--- src/rtl/vec_pkg.sv ---
// rtl/vec_pkg.sv - shared defaults and state encoding for the vector store unit
package vec_pkg;
    localparam int N_DEF  = 16;
    localparam int V_DEF  = 16;
    localparam int AW_DEF = 16;

    typedef enum logic [1:0] {
        IDLE,
        WRITE,
        DONE
    } vst_state_t;
endpackage

--- src/rtl/vec_addr_gen.sv ---
// rtl/vec_addr_gen.sv - lane index counter and strided address accumulator
module vec_addr_gen
    import vec_pkg::*;
#(
    parameter int V    = V_DEF,
    parameter int AW   = AW_DEF,
    parameter int IDXW = (V > 1) ? $clog2(V) : 1
) (
    input  logic            clk,
    input  logic            rst,
    input  logic            load_i,
    input  logic            adv_i,
    input  logic [AW-1:0]   base_i,
    input  logic [AW-1:0]   stride_i,
    output logic [IDXW-1:0] idx_o,
    output logic [AW-1:0]   addr_o,
    output logic            last_o
);
    localparam logic [IDXW-1:0] LAST_IDX = IDXW'(V - 1);

    logic [IDXW-1:0] idx_q, idx_d;
    logic [AW-1:0]   addr_q, addr_d;
    logic [AW-1:0]   stride_q, stride_d;

    always_comb begin
        idx_d    = idx_q;
        addr_d   = addr_q;
        stride_d = stride_q;
        if (load_i) begin
            idx_d    = '0;
            addr_d   = base_i;
            stride_d = stride_i;
        end else if (adv_i) begin
            idx_d  = idx_q + IDXW'(1);
            // Address wrap past 2^AW is silent by design.
            addr_d = addr_q + stride_q;
        end
    end

    always_ff @(posedge clk or posedge rst) begin
        if (rst) begin
            idx_q    <= '0;
            addr_q   <= '0;
            stride_q <= '0;
        end else begin
            idx_q    <= idx_d;
            addr_q   <= addr_d;
            stride_q <= stride_d;
        end
    end

    assign idx_o  = idx_q;
    assign addr_o = addr_q;
    assign last_o = (idx_q == LAST_IDX);
endmodule

--- src/rtl/vec_store_unit.sv ---
// rtl/vec_store_unit.sv - serializes one captured vector into memory, one lane per cycle
module vec_store_unit
    import vec_pkg::*;
#(
    parameter int N  = N_DEF,
    parameter int V  = V_DEF,
    parameter int AW = AW_DEF
) (
    input  logic                clk,
    input  logic                rst,
    input  logic                start,
    input  logic [V-1:0][N-1:0] vec_in,
    input  logic [AW-1:0]       base_addr,
    input  logic [AW-1:0]       stride,
    input  logic [V-1:0]        lane_mask,
    input  logic                mem_ready,
    output logic                mem_we,
    output logic [AW-1:0]       mem_addr,
    output logic [N-1:0]        mem_wdata,
    output logic                busy,
    output logic                done
);
    localparam int IDXW = (V > 1) ? $clog2(V) : 1;

    vst_state_t          state_q, state_d;
    logic [V-1:0][N-1:0] vec_q;
    logic [V-1:0]        mask_q;
    logic                load, adv, last;
    logic [IDXW-1:0]     idx;
    logic [AW-1:0]       cur_addr;
    logic                lane_we;
    logic [N-1:0]        lane_data;

    vec_addr_gen #(.V(V), .AW(AW), .IDXW(IDXW)) u_addr_gen (
        .clk      (clk),
        .rst      (rst),
        .load_i   (load),
        .adv_i    (adv),
        .base_i   (base_addr),
        .stride_i (stride),
        .idx_o    (idx),
        .addr_o   (cur_addr),
        .last_o   (last)
    );

    assign lane_we   = mask_q[idx];
    assign lane_data = vec_q[idx];

    always_comb begin
        state_d   = state_q;
        load      = 1'b0;
        adv       = 1'b0;
        mem_we    = 1'b0;
        mem_addr  = '0;
        mem_wdata = '0;
        busy      = 1'b0;
        done      = 1'b0;
        case (state_q)
            IDLE: begin
                if (start) begin
                    load    = 1'b1;
                    state_d = WRITE;
                end
            end
            WRITE: begin
                busy      = 1'b1;
                mem_we    = lane_we;
                mem_addr  = cur_addr;
                mem_wdata = lane_data;
                // Skipped lanes never wait for the memory.
                if (mem_ready || !lane_we) begin
                    adv = 1'b1;
                    if (last) state_d = DONE;
                end
            end
            DONE: begin
                busy    = 1'b1;
                done    = 1'b1;
                state_d = IDLE;
            end
            default: state_d = IDLE;
        endcase
    end

    always_ff @(posedge clk or posedge rst) begin
        if (rst) begin
            state_q <= IDLE;
            vec_q   <= '0;
            mask_q  <= '0;
        end else begin
            state_q <= state_d;
            if (load) begin
                vec_q  <= vec_in;
                mask_q <= lane_mask;
            end
        end
    end
endmodule

--- config.mk ---
export PLATFORM = sky130hd
export DESIGN_NAME = vec_store_unit
export DESIGN_NICKNAME = d
export VERILOG_FILES = /design/src/rtl/vec_pkg.sv /design/src/rtl/vec_addr_gen.sv /design/src/rtl/vec_store_unit.sv
export SDC_FILE = /design/constraint.sdc
export NUM_CORES = 1
export LEC_CHECK = 0
export ABC_AREA = 0
export BUFFER_PORTS_ARGS = -buffer_cell sky130_fd_sc_hd__buf_2
export CAP_MARGIN = 0
export CORE_UTILIZATION = 43
export CTS_BUF_LIST = sky130_fd_sc_hd__clkbuf_8
export CTS_CLUSTER_DIAMETER = 120
export DETAILED_ROUTE_END_ITERATION = 12
export HOLD_SLACK_MARGIN = 0.02
export PLACE_DENSITY = 0.66
export SLEW_MARGIN = 20
export SYNTH_ARGS = -nofsm -noshare
export SYNTH_HDL_FRONTEND = slang
export SYNTH_HIERARCHICAL = 1
export SYNTH_SLANG_ARGS = --single-unit
--- constraint.sdc ---
create_clock -name clk -period 26.3 [get_ports clk]
set_clock_uncertainty 0.05 [all_clocks]
set_input_delay 3.945 -clock clk [delete_from_list [all_inputs] [get_ports clk]]
set_output_delay 3.945 -clock clk [all_outputs]
set_load 0.01 [all_outputs]
* Word level (Yosys, flattened, before mapping)
Cells that the tools add are included.
** Storage, ports and cells
- Bits in registers :: 310
- Input bits :: 308
- Output and inout bits :: 35
** Cells by class
- Add/subtract/negate cells :: 2
- Magnitude comparators :: 1
- Eq/ne operators :: 6
- Muxes and demuxes :: 21
- Reductions and logical operators :: 6
** Operators by type and width (count)
- $mux W16 :: 5
- $bmux W16 S4 :: 1
- $add A16 B16 Y16 :: 1
- $mux W1 :: 8
- $mux W4 :: 2
- $mux W2 :: 3
- $ne A2 B2 Y1 const B :: 3
- $lt A4 B5 Y1 const B :: 1
- $add A4 B1 Y4 const B :: 1
- $bmux W1 S4 :: 1
- $eq A4 B4 Y1 const B :: 1
- $pmux W2 S2 :: 1
- $reduce_and A3 Y1 :: 1
- $eq A2 B1 Y1 const B :: 1
- $eq A2 B2 Y1 const B :: 1
- $logic_not A2 Y1 :: 1
- $reduce_bool A2 Y1 :: 1
- $reduce_or A2 Y1 :: 1
- $logic_not A1 Y1 :: 1
- $logic_or A1 B1 Y1 :: 1

* Longest topological paths before layout
Gate-level depths: netlist of run 1.
- Word-level depth :: 8
- Gate-level depth with buffers :: 12
- Gate-level depth less buffers :: 8

* Hierarchy
The synthesis of run 1 kept the hierarchy.
** Modules (own cells, without submodules)
- vec_store_unit :: instances 1, cells an instance 764, area each 12658.4 um^2
- vec_addr_gen :: instances 1, cells an instance 222, area each 2279.7 um^2

* Worst setup path after synthesis of run 1
No wires, ideal clock.
- Path kind :: input to register
- From :: in start
- To :: reg u_addr_gen.stride_q[10]
- Library setup time :: 125 ps
- Data arrival time :: 5754 ps
- Data required time :: 26125 ps
- Setup slack :: 20371 ps
- Stages on the path :: 6
- Path buffers :: 4
- Cells stage by stage :: and2_0 -> clkbuf_1 -> buf_1 -> clkbuf_1 -> clkbuf_1 -> mux2_2
** On the way
- Longest elaborated chain between the ends :: 2
** RTL lines
- start, declared :: RTL line vec_store_unit.sv:11 : input logic start,
- $mux W1 :: RTL line vec_store_unit.sv:60 : if (start) begin
- $mux W1 :: RTL line vec_store_unit.sv:58 : case (state_q)
- via load :: RTL line vec_store_unit.sv:28 : logic load, adv, last;
- end signal, assigned :: RTL line vec_addr_gen.sv:48 : stride_q <= stride_d;
- end, declared :: RTL line vec_addr_gen.sv:23 : logic [AW-1:0] stride_q, stride_d;
The timed path passes the listed nets, and every way through them passes these cells.
A chain may end at the register's enable or synchronous reset.

* Final worst setup path of run 1
- From :: reg u_addr_gen.idx_q[0] (netlist: u_addr_gen/idx_o[0])
- To :: out mem_wdata[1]
** On the way
- Longest elaborated chain between the ends :: 3
** RTL lines
- start, declared :: RTL line vec_addr_gen.sv:21 : logic [IDXW-1:0] idx_q, idx_d;
- start signal, assigned :: RTL line vec_addr_gen.sv:46 : idx_q <= idx_d;
- $bmux W16 S4 :: RTL line vec_store_unit.sv:47 : assign lane_data = vec_q[idx];
- $mux W16 (not written as such) :: RTL line vec_store_unit.sv:47
- $mux W16 :: RTL line vec_store_unit.sv:58
- end, declared :: RTL line vec_store_unit.sv:19 : output logic [N-1:0] mem_wdata,
No other way between the ends. The select of a mux whose other input is x is not followed.

==> results of run 1 <==
kinds of logic (layout without fill, tap and decap cells):
logic type | Yosys count | in the layout | share of synthesized area
xor+xnor | 10 | 10 | 0.005864
buf+inv | 75 | 459 | 0.02823
fa+ha+maj | 22 | 22 | 0.01893
mux | 386 | 386 | 0.3527
flops | 310 | 310 | 0.5193
simple gates | 110 | 110 | 0.03953
compound gates | 73 | 73 | 0.03543
other cells | 0 | 24 | 0
flip-flops by register name, indices dropped and copies added, names as in the netlist:
signal and flops:
vec_q 256, mask_q 16, state_q 2, u_addr_gen/addr_o 16
u_addr_gen/stride_q 16, u_addr_gen/idx_o 4
layer usage:
metal / global-route usage / share of wire
met1: 0.2855 / 0.41
met2: 0.3401 / 0.47
met3: 0.07916 / 0.088
met4: 0.09770 / 0.033
met5: 0 / 0.0020
metrics by stage:
| stage | hold WS (ps) | setup WS (ps) | util |
|---|---|---|---|
| after floorplan | 422.0 | 14750 | - |
| after global placement | 431.1 | 18860 | 0.4996 |
| after detailed placement | 439.0 | 18880 | 0.4996 |
| after CTS | 452.0 | 18380 | 0.5324 |
| after global routing | 463.9 | 18250 | 0.5339 |
| final | 449.7 | 18510 | 0.5345 |
power breakdown:
part           total, mW  internal, mW  switching (mW)
combinational      0.955         0.537           0.418
sequential         0.872         0.723           0.149
clock              0.446         0.247           0.199
total               2.27          1.51           0.765
critical path, cell delays in order, from the launching register on:
cell	delay [ps]
dfrtp_4	740
buf_4	820
mux4_4	730
mux4_2	500
and2_1	180
buf_2	150
synthesized netlist by cell type, types with 6 or more instances:
cell type | instances | area share
mux4_2 | 68 | 0.10
nor2_1 | 15 | 0.0038
inv_1 | 10 | 0.0025
buf_6 | 7 | 0.0053
nand4_1 | 7 | 0.0029
ha_1 | 21 | 0.018
mux4_1 | 11 | 0.019
nand3_1 | 15 | 0.0050
mux2i_1 | 18 | 0.012
dfrtp_1 | 310 | 0.52
o21ai_0 | 14 | 0.0047
clkbuf_1 | 38 | 0.0095
a21oi_1 | 14 | 0.0047
a22oi_1 | 6 | 0.0030
nand2_1 | 20 | 0.0050
a21o_1 | 7 | 0.0035
and2_1 | 33 | 0.014
buf_2 | 6 | 0.0020
xnor2_1 | 7 | 0.0041
mux2_2 | 288 | 0.22
worst paths after layout:
kind                                          start                     to  depth (start not counted)
worst max-delay path            u_addr_gen/idx_o[0]           mem_wdata[1]                          5
worst min-delay path                     vec_q[238]             vec_q[238]                          1
worst max register to register  u_addr_gen/idx_o[0]  u_addr_gen/addr_o[12]                          9
worst min register to register           vec_q[238]             vec_q[238]                          1
max in group asynchronous                       rst             vec_q[217]                          3
min in group asynchronous                       rst   u_addr_gen/addr_o[0]                          2
area by class of cell:
| type | count | area, µm² | area share |
|---|---|---|---|
| sequential | 310 | 7766 | 0.4290 |
| antenna | 24 | 60.06 | 0.003317 |
| inverter | 10 | 45.04 | 0.002488 |
| timing repair buffer | 352 | 1798 | 0.09932 |
| tap | 448 | 560.5 | 0.03096 |
| clock buffer | 70 | 963.4 | 0.05322 |
| multi-input combinational | 601 | 6761 | 0.3735 |
| clock inverter | 27 | 148.9 | 0.008224 |
==> impl_metrics.json, run 1 <==
{
  "status": "complete, no violations",
  "syn_area_um2": 14940,
  "regToRegSetupSlack_ps": 21860,
  "crit_path_max_fanout": 52,
  "ant_nets": 0,
  "max_freq_mhz": 128.4,
  "wire_per_inst_um": 21.18,
  "setup-tns-final_ps": 0,
  "grt_pass1_wl_mm": 59.51,
  "worst_slew_pin_slew_ps": 1033,
  "fillers": 2912,
  "grt_max_degree": 117,
  "cts_buffers": 54,
  "ys_ff_latch": 310,
  "synth_nets": 1316,
  "yosys_warnings": 6,
  "synthToLayoutAreaGrowth_pct": 21.19,
  "postCtsSetupRepairBufs": 0,
  "dp_hpwl_mm": 27.82,
  "power.density_nw_per_um2": 125.5,
  "cp.arrival_ps": 3790,
  "drc_errors": 0,
  "clk_pin_slew_ps": 60,
  "syn_inst": 986,
  "rows": 67,
  "finalHoldViolations": 0,
  "vias": 9832,
  "fin_crit_ps": 7786,
  "ys_async_sr_fraction": 1.000,
  "clkLatencyLatePin_ps": 590,
  "placed_area_um2": 16920,
  "cts_tree": "yes",
  "start_util": 0.4411,
  "via_per_inst": 5.338,
  "grt_setup_unrepaired": "no",
  "required_ps": 22310,
  "design_area_um2": 18100,
  "final_cell_mix": "buf_2 (342), dfrtp_1 (307), mux2_2 (288), clkbuf_8 (70), mux4_2 (68)",
  "dieArea_um2": 35490,
  "io_buffers": 342,
  "placedCellCount": 1721,
  "synth.distinct_cells": 63,
  "slew_violations": 0,
  "wl_mm": 39.01,
  "setup_viol": 0,
  "final_common_cell": "buf_2",
  "antenna_found_initial": 29,
  "gp_congestion": 0.8223,
  "cts.sinks": 310,
  "slew_headroom": 0.3113,
  "htree_levels": 2,
  "coreArea_um2": 33870,
  "p_leak_nw": 8.012,
  "nNetsFinal": 1659,
  "grt_use_total": 0.2225,
  "final_cells": 1842,
  "max_cap_viol_count": 0,
  "synth_ff_type": "dfrtp_1",
  "avgSynthCellArea_um2": 15.15,
  "startpoint_type": "flop",
  "yosysSeqAreaShare": 0.5193,
  "chipWidth_um": 188.4,
  "ir_drop_v": 0.00008256,
  "drt-pass1-iter-count": 6,
  "boundaryPins": 343,
  "synth_edf_count": 0,
  "cts_hold_buf": 0,
  "grt_overflow": 0,
  "cp-end-kind": "primary output",
  "hold_class": "reg2reg",
  "clock_path_buffers": 3,
  "grt_pass1_vias": 10240,
  "cts_resized": 0,
  "fin_crit_sh": 0.2960,
  "root_buffer": "clkbuf_8",
  "total_power_mw": 2.273,
  "drive_gt1_frac": 0.5854,
  "worstSetupPathType": "reg2out",
  "drt_iter0_markers": 566,
  "die_y_um": 188.4
}
(Power assumes the default switching activity.)
==> run 2, diff against run 1 <==
==> constraint.sdc (replaced) <==
create_clock -name clk -period 8 [get_ports clk]
set_clock_uncertainty 0.05 [all_clocks]
set_input_delay 1.2 -clock clk [delete_from_list [all_inputs] [get_ports clk]]
set_output_delay 1.2 -clock clk [all_outputs]
set_load 0.01 [all_outputs]
==> impl_metrics.json, run 2 (synthesis gave the netlist of run 1 again) <==
{
  "status": "complete, no violations",
  "clkLatencyLatePin_ps": 620,
  "required_ps": 6750,
  "setup_viol": 0,
  "clock_path_buffers": 3,
  "place_ws_ps": 3574,
  "cp_num_buf_inv": 2,
  "drive_gt1_frac": 0.5895,
  "switching_share": 0.3403,
  "regMostFlops": "vec_q",
  "globalRoute.busiestLayer": "met2",
  "hold_class": "reg2reg",
  "clock_power_share": 0.206,
  "wire_per_inst_um": 22.81,
  "cts_buffers": 54,
  "max_cap_viol_count": 0,
  "final_common_cell": "buf_2",
  "cp-end-kind": "primary output",
  "wl_mm": 41.68,
  "ir_drop_v": 0.0001776,
  "final_cell_mix": "buf_2 (342), dfrtp_1 (307), mux2_2 (288), mux4_2 (68), clkbuf_8 (68)",
  "p_comb_frac": 0.402,
  "crit_family": "multiplexers",
  "chipWidth_um": 188.4,
  "clk_pin_slew_ps": 60,
  "total_power_mw": 7.634,
  "io_buffers": 342,
  "cts_tree": "yes",
  "use_met1": 0.3422,
  "seq_power_share": 0.392,
  "dieArea_um2": 35490,
  "drt_iter0_markers": 590,
  "fin_util": 0.5356,
  "postCtsSetupRepairBufs": 0,
  "dp_hpwl_mm": 29.83,
  "via_per_inst": 5.452,
  "vias": 9960,
  "antenna_found_initial": 11,
  "fin_crit_sh": 0.6181,
  "power.density_nw_per_um2": 420.9,
  "gr-usage-met3": 0.06351,
  "synthToLayoutAreaGrowth_pct": 21.43,
  "intPower_mw": 5.036,
  "worst_slew_pin_slew_ps": 1006,
  "gp_congestion": 0.8959,
  "ant_nets": 0,
  "drc_errors": 0,
  "cp.arrival_ps": 3700,
  "setup-tns-final_ps": 0,
  "worstSetupPathType": "reg2out",
  "p_leak_nw": 8.035,
  "crit_path_max_incr_delay_ps": 780,
  "grt_overflow": 0,
  "hold_slack_ps": 447.9,
  "max_freq_mhz": 202.2,
  "cts.sinks": 310,
  "cts_hold_buf": 0,
  "grt_pass1_vias": 10180,
  "cts_resized": 0,
  "slew_violations": 0,
  "grt_max_degree": 152,
  "grt_use_total": 0.2385,
  "finalHoldViolations": 0,
  "largest_reg_flops": 256,
  "cp_cell_sequence": "buf_4 > mux4_1 > mux4_2 > and2_1 > buf_2",
  "fin_ws_ps": 3055,
  "coreArea_um2": 33870,
  "start_util": 0.4411,
  "grt_pass1_wl_mm": 62.60,
  "slew_headroom": 0.3296,
  "grt_setup_unrepaired": "no",
  "fin_crit_ps": 4945,
  "startpoint_type": "flop",
  "root_buffer": "clkbuf_8",
  "cp_slowest_cell": "dfrtp_4",
  "die_y_um": 188.4,
  "grt_use_met2": 0.3440,
  "crit_path_max_fanout": 47,
  "drt-pass1-iter-count": 4,
  "boundaryPins": 343,
  "switching_power_mw": 2.598,
  "rows": 67,
  "nNetsFinal": 1659,
  "htree_levels": 2
}
==> run 2: changes by cell type in the layout (fill, tap and decap cells not counted) <==
| cell | previous run | this run |
|---|---|---|
| buf_12 | 0 | 2 |
| buf_6 | 3 | 1 |
| bufinv_16 | 1 | 4 |
| clkbuf_8 | 70 | 68 |
| clkinv_2 | 4 | 10 |
| clkinvlp_4 | 3 | 1 |
| diode_2 | 24 | 10 |
| inv_1 | 27 | 21 |
| inv_6 | 1 | 2 |
| inv_8 | 1 | 0 |
==> run 2: worst paths after layout <==
check / startpoint / end / slack (ps) / cells past startpoint
worst max-delay path: u_addr_gen/idx_o[0] / mem_wdata[4] / 3050 / 5
worst min-delay path: vec_q[223] / vec_q[223] / 450 / 1
worst max register to register: u_addr_gen/idx_o[0] / u_addr_gen/addr_o[12] / 3790 / 9
worst min register to register: vec_q[223] / vec_q[223] / 450 / 1
max in group asynchronous: rst / vec_q[185] / 5870 / 3
min in group asynchronous: rst / u_addr_gen/addr_o[14] / 690 / 3
==> run 2: metrics by stage <==
stage,instances,instance area (µm²)
floorplan,986,14940
global placement,1721,16940
detailed placement,1721,16940
CTS,1817,18110
global route,1825,18130
finish,1827,18140
==> run 2: cell type report <==
type,count,area (µm²)
well taps,448,560.5
flip-flops and latches,310,7766
clock buffers,68,935.9
diodes,10,25.02
multi-input cells,601,6761
repair buffers,352,1815
fillers,2905,15730
inverters,10,41.29
clock inverters,28,232.7
==> run 2: metal layers <==
metal | vias to the layer above | wire length [µm] | share of wire
met2 | 357 | 18560 | 0.45
met5 | - | 22 | 0.00053
met1 | 5135 | 19160 | 0.46
met3 | 58 | 3026 | 0.073
li1 | 4406 | - | -
met4 | 4 | 913 | 0.022
==> run 2: power groups by stage <==
stage / combinational, mW / clock [mW] / sequential, mW
final: 3.07 / 1.57 / 3.00
after global routing: 3.31 / 1.68 / 3.09
after floorplan: 2.54 / 0 / 2.66
after detailed placement: 3.07 / 0 / 3.01
after global placement: 2.99 / 0 / 3.01
after CTS: 3.09 / 1.62 / 2.99
